--- src/rtl/cu_ctrl.sv ---
// cu_ctrl: measurement control FSM. Forwards FIFO samples to the BPM detector,
// latches the BPM result and holds it on display. Optional macro: CU_CTRL_BTN_SYNC_EN.
module cu_ctrl #(
    parameter int PPG_WIDTH     = 10,
    parameter int CLK_FREQ_HZ   = 10_000_000,
    parameter int SHOW_TIME_SEC = 3
) (
    input  logic                        clk,
    input  logic                        rst_n,
    input  logic                        check_btn,
    input  logic                        en,
    input  logic                        fifo_in_empty,
    output logic                        fifo_in_rd,
    input  logic signed [PPG_WIDTH-1:0] fifo_in_dout,
    output logic                        db_en,
    output logic signed [PPG_WIDTH-1:0] ppg_in,
    input  logic [7:0]                  bpm_value,
    input  logic                        bpm_valid,
    output logic                        bpm_copied,
    output logic [7:0]                  bpm_latest,
    output logic                        bpm_ready_out
);

    localparam int SHOW_CYCLES = CLK_FREQ_HZ * SHOW_TIME_SEC;
    localparam int TMR_W       = (SHOW_CYCLES > 1) ? $clog2(SHOW_CYCLES) : 1;
    localparam logic [TMR_W-1:0] TMR_LOAD = TMR_W'(SHOW_CYCLES - 1);

    typedef enum logic [1:0] {
        StIdle    = 2'd0,
        StMeasure = 2'd1,
        StShow    = 2'd2
    } state_t;

    state_t           r_state;
    logic [TMR_W-1:0] r_timer;
    logic             r_btn_hist;
    logic             w_btn;
    logic             w_check;

`ifdef CU_CTRL_BTN_SYNC_EN
    logic r_btn_s1;
    logic r_btn_s2;

    always_ff @(posedge clk or posedge rst_n) begin
        if (rst_n) begin
            r_btn_s1 <= 1'b0;
            r_btn_s2 <= 1'b0;
        end else begin
            r_btn_s1 <= check_btn;
            r_btn_s2 <= r_btn_s1;
        end
    end

    assign w_btn = r_btn_s2;
`else
    assign w_btn = check_btn;
`endif

    // The history register samples even while frozen, so a press held across
    // an en=0 stretch does not fire when en returns.
    assign w_check    = en && w_btn && !r_btn_hist;
    assign fifo_in_rd = (r_state == StMeasure) && en && !fifo_in_empty;

    always_ff @(posedge clk or posedge rst_n) begin
        if (rst_n) begin
            r_state       <= StIdle;
            r_timer       <= '0;
            r_btn_hist    <= 1'b0;
            ppg_in        <= '0;
            db_en         <= 1'b0;
            bpm_copied    <= 1'b0;
            bpm_latest    <= '0;
            bpm_ready_out <= 1'b0;
        end else begin
            r_btn_hist <= w_btn;
            db_en      <= fifo_in_rd;
            bpm_copied <= 1'b0;
            if (fifo_in_rd) begin
                ppg_in <= fifo_in_dout;
            end
            if (en) begin
                case (r_state)
                    StIdle: begin
                        if (w_check) begin
                            r_state <= StMeasure;
                        end
                    end
                    StMeasure: begin
                        // A result beats a simultaneous press.
                        if (bpm_valid) begin
                            r_state       <= StShow;
                            bpm_latest    <= bpm_value;
                            bpm_copied    <= 1'b1;
                            bpm_ready_out <= 1'b1;
                            r_timer       <= TMR_LOAD;
                        end
                    end
                    StShow: begin
                        // A press beats a simultaneous expiry.
                        if (w_check) begin
                            r_state       <= StMeasure;
                            bpm_ready_out <= 1'b0;
                        end else if (r_timer == '0) begin
                            r_state       <= StIdle;
                            bpm_ready_out <= 1'b0;
                        end else begin
                            r_timer <= r_timer - TMR_W'(1);
                        end
                    end
                    default: begin
                        r_state       <= StIdle;
                        bpm_ready_out <= 1'b0;
                    end
                endcase
            end
        end
    end

endmodule

--- config.mk ---
export PLATFORM = sky130hd
export DESIGN_NAME = cu_ctrl
export DESIGN_NICKNAME = d
export VERILOG_FILES = /design/src/rtl/cu_ctrl.sv
export SDC_FILE = /design/constraint.sdc
export NUM_CORES = 1
export LEC_CHECK = 0
export BUFFER_PORTS_ARGS = -buffer_cell sky130_fd_sc_hd__buf_2
export CAP_MARGIN = 20
export CORE_UTILIZATION = 58
export CTS_CLUSTER_DIAMETER = 120
export DETAILED_ROUTE_END_ITERATION = 8
export PLACE_DENSITY = 0.91
export SLEW_MARGIN = 20
export SYNTH_ARGS = -nofsm -noshare
export SYNTH_HDL_FRONTEND = slang
export SYNTH_SLANG_ARGS = --single-unit
--- constraint.sdc ---
create_clock -name clk -period 4.06 [get_ports clk]
set_clock_uncertainty 0.1 [all_clocks]
set_input_delay 0.406 -clock clk [delete_from_list [all_inputs] [get_ports clk]]
set_output_delay 0.406 -clock clk [all_outputs]
set_load 0.02 [all_outputs]
## After elaboration in Yosys (flattened, before gate mapping)

Index checks and enable logic that the tools add are counted.

| word-level totals | value |
|---|---|
| register bits | 49 |
| bits in latches | 0 |
| memory bits (writable) | 0 |
| memory bits (read-only) | 0 |
| bits of input ports | 24 |
| output and inout bits | 22 |
| word-level logic and storage cells | 46 |
| memories kept | 0 |

| cells by class | value |
|---|---|
| add/subtract/negate cells | 1 |
| multiply operators | 0 |
| div/mod/pow operators | 0 |
| order comparisons | 0 |
| equal/unequal tests | 7 |
| shift operators | 0 |
| muxes and demuxes | 16 |
| bitwise operators | 1 |
| reduce and logical (&&, ||, !) cells | 13 |

Operators by type and width:

| kind | number |
|---|---|
| 25-bit two-way mux | 3 |
| 25-bit case mux with 2 select lines | 1 |
| 25-bit logical NOT | 1 |
| 25-bit by 1-bit subtractor with 25-bit output (second input constant) | 1 |
| 2-bit two-way mux | 4 |
| 2-bit inequality test (second input constant) | 4 |
| 4-bit AND reduction | 2 |
| 1-bit two-way mux | 6 |
| 2-bit case mux with 3 select lines | 1 |
| 5-bit AND reduction | 1 |
| 1-bit logical AND | 4 |
| 3-bit inequality test (second input constant) | 1 |
| 1-bit case mux with 3 select lines | 1 |
| 3-bit AND reduction | 1 |
| 2-bit by 1-bit == test with 1-bit output (second input constant) | 1 |
| 2-bit == test (second input constant) | 1 |
| 1-bit logical NOT | 2 |
| 2-bit logical NOT | 1 |
| 2-bit nonzero test | 1 |
| 1-bit inverter | 1 |

## Logic depth before layout (Yosys ltp)

| logic depth | value |
|---|---|
| depth in word-level cells | 4 |
| depth in mapped cells | 8 |
| depth with buffers taken out | 7 |

## Worst setup path after synthesis

OpenSTA, ideal clock, no wires.

| timing path | value |
|---|---|
| path type | register to register |
| start | register r_timer[18] |
| end | register r_timer[24] |
| library setup time | 0.124 ns |
| arrival time | 2.210 ns |
| data required time | 3.836 ns |
| setup slack | 1.626 ns |
| cell stages (with the launch flop) | 6 |
| path buffers | 1 |
| period minus slack after synthesis | 2.434 ns |
| path through | dfrtp_1 > or4_4 > or3_1 > buf_2 > or4_1 > a211o_1 |

| between the ends | value |
|---|---|
| cells in the longest elaborated chain, start to end | 4 |
| elaborated cells between the ends (all ways) | 7 |
| those cells by class | 1 x add/sub; 1 x eq/ne; 3 x mux; 2 x reduce/logical |

Ends and longest elaborated chain:

| element | line | text |
|---|---|---|
| start: declaration | 35 | `logic [TMR_W-1:0] r_timer;` |
| start signal: assignment | 107 | `r_timer <= r_timer - TMR_W'(1);` |
| 25-bit by 1-bit subtractor with 25-bit output | 107 |  |
| 25-bit two-way mux | 103 | `end else if (r_timer == '0) begin` |
| 25-bit two-way mux | 100 | `if (w_check) begin` |
| 25-bit case mux with 2 select lines | 82 | `case (r_state)` |

Parallel ways exist; a longest one is shown, timed or not. The select of a mux whose other input is x is not followed.
A chain may end at the register's enable or synchronous reset.

## Final worst setup path

| timing path | value |
|---|---|
| start | register r_timer[3] |
| end | register r_timer[23] |

The elaborated chain is that of the path after synthesis.

==> impl_metrics.tcl <==
set metrics [dict create \
    status "completed" \
    area.growth.synth_to_final_pct 17.8 \
    post_cts.resized_instances 0 \
    clkTransAtPathRegs_ps 90 \
    clkSinkCount 49 \
    synth.ff_latch_count 49 \
    routed_wirelength_mm 4.90 \
    timing.critical_path.to_type "register" \
    worstPathBufferInverterCount 0 \
    synth.lib_cells_used.distinct 42 \
    synth_async_sr_flop_share_pct 100 \
    wl_per_cell_um 15.2 \
    sequential_fraction_of_the_synthesis_area_pct 53.2 \
    synthFlopType "sky130_fd_sc_hd__dfrtp_1" \
    timing.hold.worst.class "input port to asynchronous set/reset pin" \
    hold_ws_ps 120 \
    finalHoldViolCount 0 \
    total_leakage_power_nw 1.20 \
    ctsLongestPathBuffers 2 \
    maximum_number_of_pins_on_one_net_before_global_route_repair 50 \
    cp_slowest_stage_delay_ps 750 \
    clock_tree_from_tritoncts "built" \
    maxClockFrequency_mhz 358 \
    timing.critical_path.cells "nor4_2 -> nand4_1 -> or3_4 -> or4_1 -> nand3_1" \
    synth_top_area_cell "sky130_fd_sc_hd__dfrtp_1" \
    route.detailed.drc 0 \
    start_kind "register" \
    grt_setup_unrepaired "false" \
    number_of_standard_cells_after_synthesis 227 \
    critical_path_class "register to register" \
    crit-reg2reg-capture "r_timer[23]" \
    route.detailed.vias_per_inst 6.01 \
    die_width_um 65.1 \
    synth_enable_flop_cells 0 \
    port_buffers 45 \
    grt_pass1_vias 1865 \
    gp_congestion 0.798 \
    synth_fp_nets 253 \
    antenna_cells 0 \
    timing.reg2reg.worst_path_depth 5 \
    initial_core_util_pct 61.6 \
    cell_row_count 22 \
    cts-htree-levels 2 \
    synth.avg_cell_area_um2 10.2 \
    synth.cell_area_um2 2310 \
    ios 46 \
    slew_headroom_pct 44.1 \
    data_required_time_of_the_worst_path_ps 4200 \
    worst-path-max-fanout 10 \
    power.density_nw_per_um2 575 \
    area_share_of_the_leading_cell_type_in_the_synthesized_netlist_pct 53.2 \
    timing.critical_path.max_delay_family "simple AND/OR/NAND/NOR gates" \
    die_height_um 65.1 \
    timing.final.setup_violations 0 \
    final_nets 300 \
    finalMaxSlewViolations 0 \
    critical_path_arrival_ps 2930 \
    cts_post_setup_buffers_inserted 0 \
    ys.warnings.count 0 \
    dr.first_iter.drc_count 151 \
    post-route-min-period_ps 2790 \
    final_min_period_over_clock_period_pct 68.8 \
    die_area_um2 4230 \
    root_buffer "sky130_fd_sc_hd__clkbuf_8" \
    insertion_delay_ps 300 \
    r2r_setup_slack_ps 1270 \
    ys_top_cells_by_area "sky130_fd_sc_hd__dfrtp_1 (53%), sky130_fd_sc_hd__nand2_1 (6.0%), sky130_fd_sc_hd__mux2_2 (4.9%)" \
    mostFrequentLayoutCell "sky130_fd_sc_hd__dfrtp_1" \
    final_core_utilization_pct 72.6 \
    worst_pin_slew_ps 832 \
    setup-tns-final_ps 0 \
    placeableCoreArea_um2 3740 \
    first_pass_iters 5 \
    mostFrequentLayoutCells "sky130_fd_sc_hd__dfrtp_1 (49), sky130_fd_sc_hd__buf_2 (45), sky130_fd_sc_hd__nand2_1 (37)" \
    track_usage_pct 25.7 \
    ir_worst_vdd_v 0.000500 \
    cts_made_buffers 5 \
    route.antenna.remaining_nets 0 \
    cp.depth 5 \
    timing.rr.start "r_timer[3]" \
    num_vias 1942 \
    grt_antenna_before_repair 0 \
    post_route_cells_drive_above_1_share_pct 26.2 \
    critical_path.slowest_cell "sky130_fd_sc_hd__nor4_2" \
    cap_violations 0 \
    place_hpwl_mm 3.35 \
    post_cts_hold_buffer_count 0 \
    global_route_wire_length_before_repair_mm 8.18 \
    globalRouteOverflowTotal 0 \
]
## registers in the layout, indices dropped and copies added (netlist names)
name           flops
r_timer           25
ppg_in            10
bpm_latest         8
r_state            2
bpm_copied         1
bpm_ready_out      1
db_en              1
r_btn_hist         1
## per-layer routing
metal / vias up / part of all wire [%] / GRT usage [%]
met5: - / 0 / 0
met4: 0 / 1.3 / 6.79
met3: 8 / 4.7 / 6.69
met2: 60 / 53 / 44.4
met1: 957 / 41 / 31.9
li1: 917 / - / -
## how the worst max path moves through the flow
stage	start	slack, ps	endpoint
6_report	r_timer[3]	1270	r_timer[23]
5_1_grt	r_timer[3]	1150	r_timer[21]
4_1_cts	r_timer[3]	1320	r_timer[23]
3_5_place_dp	r_timer[3]	1400	r_timer[23]
3_3_place_gp	r_timer[3]	1540	r_timer[23]
2_1_floorplan	r_timer[18]	1630	r_timer[24]
## power breakdown
group          switching, mW  internal (mW)  total, mW  leakage [nW]
clock                  0.165          0.248      0.412        0.0687
sequential            0.0722          0.608      0.680         0.561
combinational          0.291          0.179      0.470         0.566
## cell families (layout without fill, tap and decap cells)
logic type,after synthesis,in the layout,synth area share (%)
xor gates and xnor gates,1,1,0.380
and+or+nand+nor,109,109,24.9
muxes,18,18,8.36
buffers and inverters,13,61,2.22
DFF,49,49,53.2
AOI/OAI and AO/OA,35,35,9.88
adders and majority gates,2,2,1.09
## synth_stat cells (5+ instances only)
cell type                 number
sky130_fd_sc_hd__nor3_1        6
sky130_fd_sc_hd__nand3_1       6
sky130_fd_sc_hd__nand4_1       5
sky130_fd_sc_hd__mux2_2       10
sky130_fd_sc_hd__nor2_1       15
sky130_fd_sc_hd__or4_1         6
sky130_fd_sc_hd__inv_1         5
sky130_fd_sc_hd__nor4_1        7
sky130_fd_sc_hd__or3_1         6
sky130_fd_sc_hd__nand2_1      37
sky130_fd_sc_hd__mux2i_1       8
sky130_fd_sc_hd__o31ai_1       6
sky130_fd_sc_hd__a21oi_1      11
sky130_fd_sc_hd__dfrtp_1      49
sky130_fd_sc_hd__o21ai_0       5
## stage by stage
stage               cell area (um2)  std cells  worst slack [ps]  total power [mW]
finish                         2720        323              1270              1.56
CTS                            2720        323              1320              1.57
global placement               2580        315              1540              1.14
detailed placement             2580        315              1400              1.16
floorplan                      2310        227              1630             0.997
global route                   2720        323              1150              1.64
## layout make-up
cell class / instances / area (um2)
Clock buffer: 5 / 68.8
Clock inverter: 3 / 68.8
Fill cell: 272 / 1030
Inverter: 6 / 23.8
Multi-Input combinational cell: 165 / 1030
Sequential cell: 49 / 1230
Tap cell: 48 / 60.1
Timing Repair Buffer: 47 / 240
Note: power is estimated with default switching activity, not from simulation.
